--- src/rtl/composite_enc_4fsc.sv ---
// Composite video encoder on the 4fsc clock: merges luma and quadrature chroma into one
// unsigned sample stream, with PAL V-switch, colour burst, sync/blank levels and output clipping.
module composite_enc_4fsc #(
   parameter int YW        = 8,
   parameter int CW        = 8,
   parameter int OW        = 10,
   parameter int SYNC_LVL  = 16,
   parameter int BLANK_LVL = 240,
   parameter int BLACK_LVL = 240,
   parameter int BURST_AMP = 20
) (
   input  logic          CK_i,
   input  logic          XARST_i,
   input  logic          CK_EE_i,
   input  logic          XR_i,
   input  logic          PAL_i,
   input  logic          LINE_i,
   input  logic [YW-1:0] YYs_i,
   input  logic [CW-1:0] UUs_i,
   input  logic [CW-1:0] VVs_i,
   input  logic          BURST_i,
   input  logic          BLANK_i,
   input  logic          SYNC_i,
   output logic [OW-1:0] VIDEOs_o,
   output logic          SAT_o
);

   localparam logic signed [CW-1:0] CMin   = {1'b1, {(CW-1){1'b0}}};
   localparam logic signed [CW-1:0] CMinP1 = CW'(-(2**(CW-1) - 1));
   localparam logic signed [CW-1:0] BAmp   = CW'(BURST_AMP);
   localparam logic [OW-1:0]        OMax   = '1;

   logic                 xr_q, pal_q, line_q, burst_q, blank_q, sync_q;
   logic [YW-1:0]        yy_q;
   logic signed [CW-1:0] uu_q, vv_q;

   logic [1:0]           ph_q, ph_d;
   logic                 vsw_q, vsw_d;
   logic [OW-1:0]        video_q, video_d;
   logic                 sat_q, sat_d;

   logic signed [CW-1:0] uSel, vSel, chroma;
   logic [OW-1:0]        luma, yShift;
   logic signed [OW+1:0] sum;

   // The most negative chroma code is pulled in by one so every later negation stays in range.
   always_comb begin
      uSel   = (uu_q == CMin) ? CMinP1 : uu_q;
      vSel   = (vv_q == CMin) ? CMinP1 : vv_q;
      chroma = '0;
      if (pal_q && vsw_q) begin
         vSel = -vSel;
      end
      if (burst_q) begin
         uSel = -BAmp;
         if (!pal_q) begin
            vSel = '0;
         end else if (vsw_q) begin
            vSel = -BAmp;
         end else begin
            vSel = BAmp;
         end
      end
      case (ph_q)
         2'd0:    chroma = uSel;
         2'd1:    chroma = vSel;
         2'd2:    chroma = -uSel;
         default: chroma = -vSel;
      endcase
      if ((blank_q && !burst_q) || !sync_q) begin
         chroma = '0;
      end
   end

   always_comb begin
      yShift = OW'(yy_q) << (OW - YW);
      luma   = yShift;
      if (!sync_q) begin
         luma = OW'(SYNC_LVL);
      end else if (blank_q || burst_q) begin
         luma = OW'(BLANK_LVL);
      end else if (yShift < OW'(BLACK_LVL)) begin
         luma = OW'(BLACK_LVL);
      end
   end

   // Two guard bits let the sum show both underflow (sign) and overflow (bit OW) before clipping.
   always_comb begin
      sum     = $signed({2'b00, luma}) + $signed({{(OW+2-CW){chroma[CW-1]}}, chroma});
      video_d = sum[OW-1:0];
      sat_d   = 1'b0;
      if (sum[OW+1]) begin
         video_d = '0;
         sat_d   = 1'b1;
      end else if (sum[OW]) begin
         video_d = OMax;
         sat_d   = 1'b1;
      end
      if (!xr_q) begin
         video_d = '0;
         sat_d   = 1'b0;
      end
   end

   always_comb begin
      ph_d  = xr_q ? ph_q + 2'd1 : 2'd0;
      vsw_d = vsw_q;
      if (!xr_q || !pal_q) begin
         vsw_d = 1'b0;
      end else if (line_q) begin
         vsw_d = ~vsw_q;
      end
   end

   always_ff @(posedge CK_i or negedge XARST_i) begin
      if (!XARST_i) begin
         xr_q    <= 1'b0;
         pal_q   <= 1'b0;
         line_q  <= 1'b0;
         yy_q    <= '0;
         uu_q    <= '0;
         vv_q    <= '0;
         burst_q <= 1'b0;
         blank_q <= 1'b0;
         sync_q  <= 1'b0;
         ph_q    <= 2'd0;
         vsw_q   <= 1'b0;
         video_q <= '0;
         sat_q   <= 1'b0;
      end else if (CK_EE_i) begin
         xr_q    <= XR_i;
         pal_q   <= PAL_i;
         line_q  <= LINE_i;
         yy_q    <= YYs_i;
         uu_q    <= UUs_i;
         vv_q    <= VVs_i;
         burst_q <= BURST_i;
         blank_q <= BLANK_i;
         sync_q  <= SYNC_i;
         ph_q    <= ph_d;
         vsw_q   <= vsw_d;
         video_q <= video_d;
         sat_q   <= sat_d;
      end
   end

   assign VIDEOs_o = video_q;
   assign SAT_o    = sat_q;

endmodule

--- config.mk ---
export PLATFORM = sky130hd
export DESIGN_NAME = composite_enc_4fsc
export DESIGN_NICKNAME = d
export VERILOG_FILES = /design/src/rtl/composite_enc_4fsc.sv
export SDC_FILE = /design/constraint.sdc
export NUM_CORES = 1
export LEC_CHECK = 0
export CORE_ASPECT_RATIO = 1.1
export CORE_MARGIN = 2
export CORE_UTILIZATION = 40
export CTS_BUF_LIST = sky130_fd_sc_hd__clkbuf_16
export DETAILED_ROUTE_END_ITERATION = 10
export GPL_TIMING_DRIVEN = 0
export SLEW_MARGIN = 20
export SYNTH_ARGS = -nofsm -noshare
export SYNTH_HDL_FRONTEND = slang
export SYNTH_SLANG_ARGS = --single-unit
--- constraint.sdc ---
create_clock -name CK_i -period 6.6 [get_ports CK_i]
set_input_delay 1.32 -clock CK_i [delete_from_list [all_inputs] [get_ports CK_i]]
set_output_delay 1.32 -clock CK_i [all_outputs]
set_load 0.005 [all_outputs]
* Word-level counts from Yosys, hierarchy flattened *
Cells that the tools add are included.

word-level totals
  register bits after elaboration = 44
  output and inout port bits = 11
  logic and storage cells = 57

operators by class
  add/subtract/negate cells = 5
  $lt $le $gt $ge = 1
  equality and inequality tests = 4
  muxes and demuxes = 21
  bitwise operators = 1
  reduce and logical (&&, ||, !) cells = 12

operator list
  operator               number
  $mux W8                8
  $mux W10               6
  $neg A8 Y8             3
  $pmux W8 S3            1
  $eq A8 B8 Y1 const B   2
  $add A11 B8 Y12        1
  $lt A10 B8 Y1 const B  1
  $mux W1                5
  $logic_not A1 Y1       4
  $logic_or A1 B1 Y1     3
  $add A2 B1 Y2 const B  1
  $eq A2 B1 Y1 const B   1
  $eq A2 B2 Y1 const B   1
  $logic_and A1 B1 Y1    2
  $logic_not A2 Y1       1
  $mux W2                1
  $reduce_and A2 Y1      1
  $reduce_bool A2 Y1     1
  $not A1 Y1             1

* Depth between registers and ports, before layout *
  depth after elaboration = 12
  mapped depth = 22
  gate-level depth less buffers = 20

* Worst setup path after synthesis *
Ideal clock, no wire load.

  kind = register -> register
  from = register vv_q[4]
  to = register video_q[8] (netlist: VIDEOs_o[8])
  arrival = 4.671 ns
  data required time = 6.510 ns
  path slack = 1.839 ns
  cell stages (with the launch flop) = 20
  buffers on the path = 1
  period minus slack after synthesis = 4.761 ns
  cell sequence = dfrtp_1 > nor4_1 > a31oi_1 > ha_1 > nand3_1 > a21oi_1 > or2_2 > or4b_4 > xnor2_1 > a211oi_1 > ha_1 > o21ai_0 > o21ai_0 > a2111oi_0 > or3_1 > buf_1 > or4_4 > nor3_2 > nor3_2 > a22oi_1

between the ends
  word-level cells in the longest chain between the ends = 12

ends and longest elaborated chain
  item                    RTL line  RTL
  from (decl)             35        logic signed [CW-1:0] uu_q, vv_q;
  from (signal assigned)  136       vv_q <= VVs_i;
  $eq A8 B8 Y1            49        vSel = (vv_q == CMin) ? CMinP1 : vv_q;
  $mux W8 (*)             49
  $neg A8 Y8              52        vSel = -vSel;
  $mux W8 (*)             51        if (pal_q && vsw_q) begin
  $mux W8 (*)             54        if (burst_q) begin
  $neg A8 Y8              68        default: chroma = -vSel;
  $pmux W8 S3 (*)         64        case (ph_q)
  $mux W8 (*)             70        if ((blank_q && !burst_q) || !sync_q) begin
  $add A11 B8 Y12 (*)     89        sum = $signed({2'b00, luma}) + $signed({{(OW+2-CW){chroma[CW-1]}}, chroma});
  $mux W10                95        end else if (sum[OW]) begin
  $mux W10 (*)            92        if (sum[OW+1]) begin
  $mux W10 (*)            99        if (!xr_q) begin
  to (signal assigned)    142       video_q <= video_d;
  to (decl)               39        logic [OW-1:0] video_q, video_d;

Mark *: on every way between the ends. The rest lies on a longest branch, timed or not.
A chain may end at the register's enable or synchronous reset.

* Worst setup path in the final report *
Ends and elaborated chain as after synthesis.

==> run metrics <==
Leak=around 1.6 nW; Min-Delay Startpoint=yy_q[0]; sequential area share after synthesis=between 30% and 40%; Worst path slowest cell=nor4_1; WP buf/inv=1; I/O Pins=44; asr flop ratio synth=100%; complex-gate fraction of the synthesized area=~22%; Synth area leaders=dfrtp_1, mux2_2, ha_1; unrepaired setup endpoints after global routing=no; clk buf depth=2; Overflow after GRT=0; commonest cells after routing, fill and taps aside=dfrtp_1, clkdlybuf4s50_1, nand2_1; # hold bufs at CTS=0; total global-route track usage=roughly a fifth; Worst-Skew Late Latency=between 0.2 and 0.3 ns; crit-path cells=nor4_1, a31oi_1, ha_1, nand3_1, a21oi_1, or2_2, or4b_4, xnor2_1, a211oi_1, ha_1, o21ai_0, o21ai_0, a2111oi_0, or3_1, buf_1, or4_1, nand4_1, nor3_2, a22oi_1; Die H=roughly 97 µm; mux cell area share after synthesis=approximately 11%; PortBufs=42; DR vias/cell=between 5 and 6; R2R Path Start=vv_q[4]; CP max FO=10; share of layout cells above drive strength 1=a little over an eighth; simple-gate portion of the synthesized area=17.3%; detailed router's first-iteration violation count=181; Post CTS Setup Buffer Count=0; Slew HR=between 30% and 40%; Placer Congestion=between 0.9 and 1; Post-Synth Adder-Cell Area=just under 7%; delay-heaviest family, CP=simple AND/OR/NAND/NOR gates; Critical Path AT=5.77 ns; commonest non-fill, non-tap cell in the layout=dfrtp_1; Die Area=8640 µm²; vias in the first global route=2679; Layout Cell Area excl Fill=roughly 4000 µm²; post-synth top area share=approximately a third; #FFs+latches synth=44; root buf cell=clkbuf_16; critical path type=flip-flop to flip-flop; mean routed wirelength per cell=~16 µm; status=finished clean; Critical Path Source Type=flip-flop; CTS buffer count=5; width of the die=about 89 µm; Ys Warns=0; VDD IR-drop max=~0.0001 V; post-synth top area cell=dfrtp_1; H-tree levels=2; CP max stage delay=0.62 ns; Initial Util=roughly two fifths; worst-margin pin slew=1.03 ns; minimum clock period=5.64 ns; final-report setup violation count=0; Net Count, Synth=~390; combinational family with the most area after synthesis=compound AO/OA/AOI/OAI gates; largest net degree at the start of global routing=24; post-cts resize count=0; Vias=about 2700; initial antenna violation count=0; synthesized area per cell=9.33 µm²; Final Hold Vio Count=0; Worst Skew=approximately 0.0036 ns; Tcrit/Tclk final=about 85%; FP Rows=34; CP endpoint kind=flip-flop; # diodes=0; power per cell area=between 200 and 250 nW/µm²; Final Max Slew Viols=0; CTS tree=done; Critical Path Start=vv_q[4]; hpwl dp=between 5000 and 6000 µm; Area Growth Syn to Fin=23.4%; drt drc=0; Setup WS pre-CTS=~1.1 ns; Detailed Routing Iterations Pass 1=4; global-route wire length before repair=between 10000 and 15000 µm; setup TNS=0 ns; Worst-path clk slew=0.06 ns; TritonCTS Sinks=44; Crit path required time=6.73 ns; synth unique cells=between 60 and 70; Final WS setup=about 0.96 ns; leading register cell type out of synthesis=dfrtp_1; CORE AREA=7780 µm²; Hold Crit Class=flip-flop to flip-flop; synthesized cell area=roughly 3200 µm²; nets=between 400 and 500; Post-Route WL=around 7700 µm; Synth Area in XOR/XNOR=between 3 and 4%; post-route ant nets=0; EDFF count, synth=0; fmax=between 0.15 and 0.2 GHz; Placed Area=3740 µm²; number of max-cap violations=0; post-synthesis cell count=roughly 340
[per-stage QoR]
stage / instances / hold slack, ns / utilization (%) / power [mW]
6_report: 498 / 0.523 / 50.1 / 0.944
3_5_place_dp: 490 / 0.505 / 48.1 / 0.669
2_1_floorplan: 339 / 0.472 / - / 0.555
3_3_place_gp: 489 / 0.498 / 47.8 / 0.661
4_1_cts: 498 / 0.519 / 50.1 / 0.950
5_1_grt: 498 / 0.532 / 50.1 / 1.00
[worst paths after layout]
path / endpoint / slack [ns] / depth (start not counted)
hold reg to reg: yy_q[0] / 0.52 / 1
hold / removal: yy_q[0] / 0.52 / 1
setup reg to reg: VIDEOs_o[8] / 0.96 / 19
min in group asynchronous: uu_q[4] / 1.03 / 1
setup / recovery: VIDEOs_o[8] / 0.96 / 19
max in group asynchronous: VIDEOs_o[1] / 5.05 / 2
[sequential cells by signal (all words and copies together) (netlist names)]
name	cells
yy_q	8
burst_q	1
blank_q	1
xr_q	1
ph_q	2
vsw_q	1
uu_q	8
line_q	1
sync_q	1
vv_q	8
SAT_o	1
VIDEOs_o	10
pal_q	1
[worst register-to-register path, cell delays in order (launching register included)]
cell       delay, ns
dfrtp_1         0.45
nor4_1          0.63
a31oi_1         0.17
ha_1            0.30
nand3_1         0.08
a21oi_1         0.09
or2_2           0.33
or4b_4          0.56
xnor2_1         0.15
a211oi_1        0.33
ha_1            0.33
o21ai_0         0.12
o21ai_0         0.17
a2111oi_0       0.38
or3_1           0.19
buf_1           0.25
or4_1           0.16
nand4_1         0.09
nor3_2          0.50
a22oi_1         0.20
[cell families (layout without fill, tap and decap cells)]
family | count (synthesis) | in the layout
and+or+nand+nor | 103 | 103
xor gates and xnor gates | 12 | 12
AOI/OAI and AO/OA | 98 | 98
DFF | 44 | 44
adders and majority gates | 17 | 17
muxes | 32 | 32
buffers and inverters | 33 | 84
[synthesized netlist by cell type, types with 3 or more instances]
master,instances
a2111oi_0,3
a211oi_1,5
a21o_1,3
a21oi_1,21
a221oi_1,5
a22oi_1,9
a32o_1,3
buf_2,3
clkbuf_1,9
dfrtp_1,44
ha_1,16
inv_1,18
mux2_2,27
mux2i_1,5
nand2_1,32
nand2b_1,4
nand3_1,5
nand4_1,5
nor2_1,16
nor2b_1,4
nor3_1,8
nor3b_1,3
o21a_1,5
o21ai_0,17
o31a_1,4
or2_2,4
or3_1,4
xnor2_1,9
[power breakdown]
part | internal, mW | total [mW] | switching (mW)
Combinational | 0.159 | 0.327 | 0.167
Sequential | 0.304 | 0.338 | 0.0332
Clock | 0.176 | 0.279 | 0.103
Total | 0.640 | 0.944 | 0.304
[layout make-up]
cell class / count / area [µm²]
Buffer: 13 / 52.6
Inverter: 20 / 75.1
Clock inverter: 3 / 37.5
Sequential cell: 44 / 1100
Fill cell: 741 / 3880
Clock buffer: 5 / 125
Timing Repair Buffer: 43 / 443
Multi-Input combinational cell: 262 / 1930
Tap cell: 108 / 135
[per-layer routing]
layer  vias to the layer above  global-route usage [%]  part of all wire, %
li1                       1366                       -                    -
met1                      1317                    26.9                   49
met2                        53                    29.6                   46
met3                        12                    2.55                  3.2
met4                         0                    5.83                  1.8
met5                         -                       0                    0
Note: power is estimated with default switching activity, not from simulation.
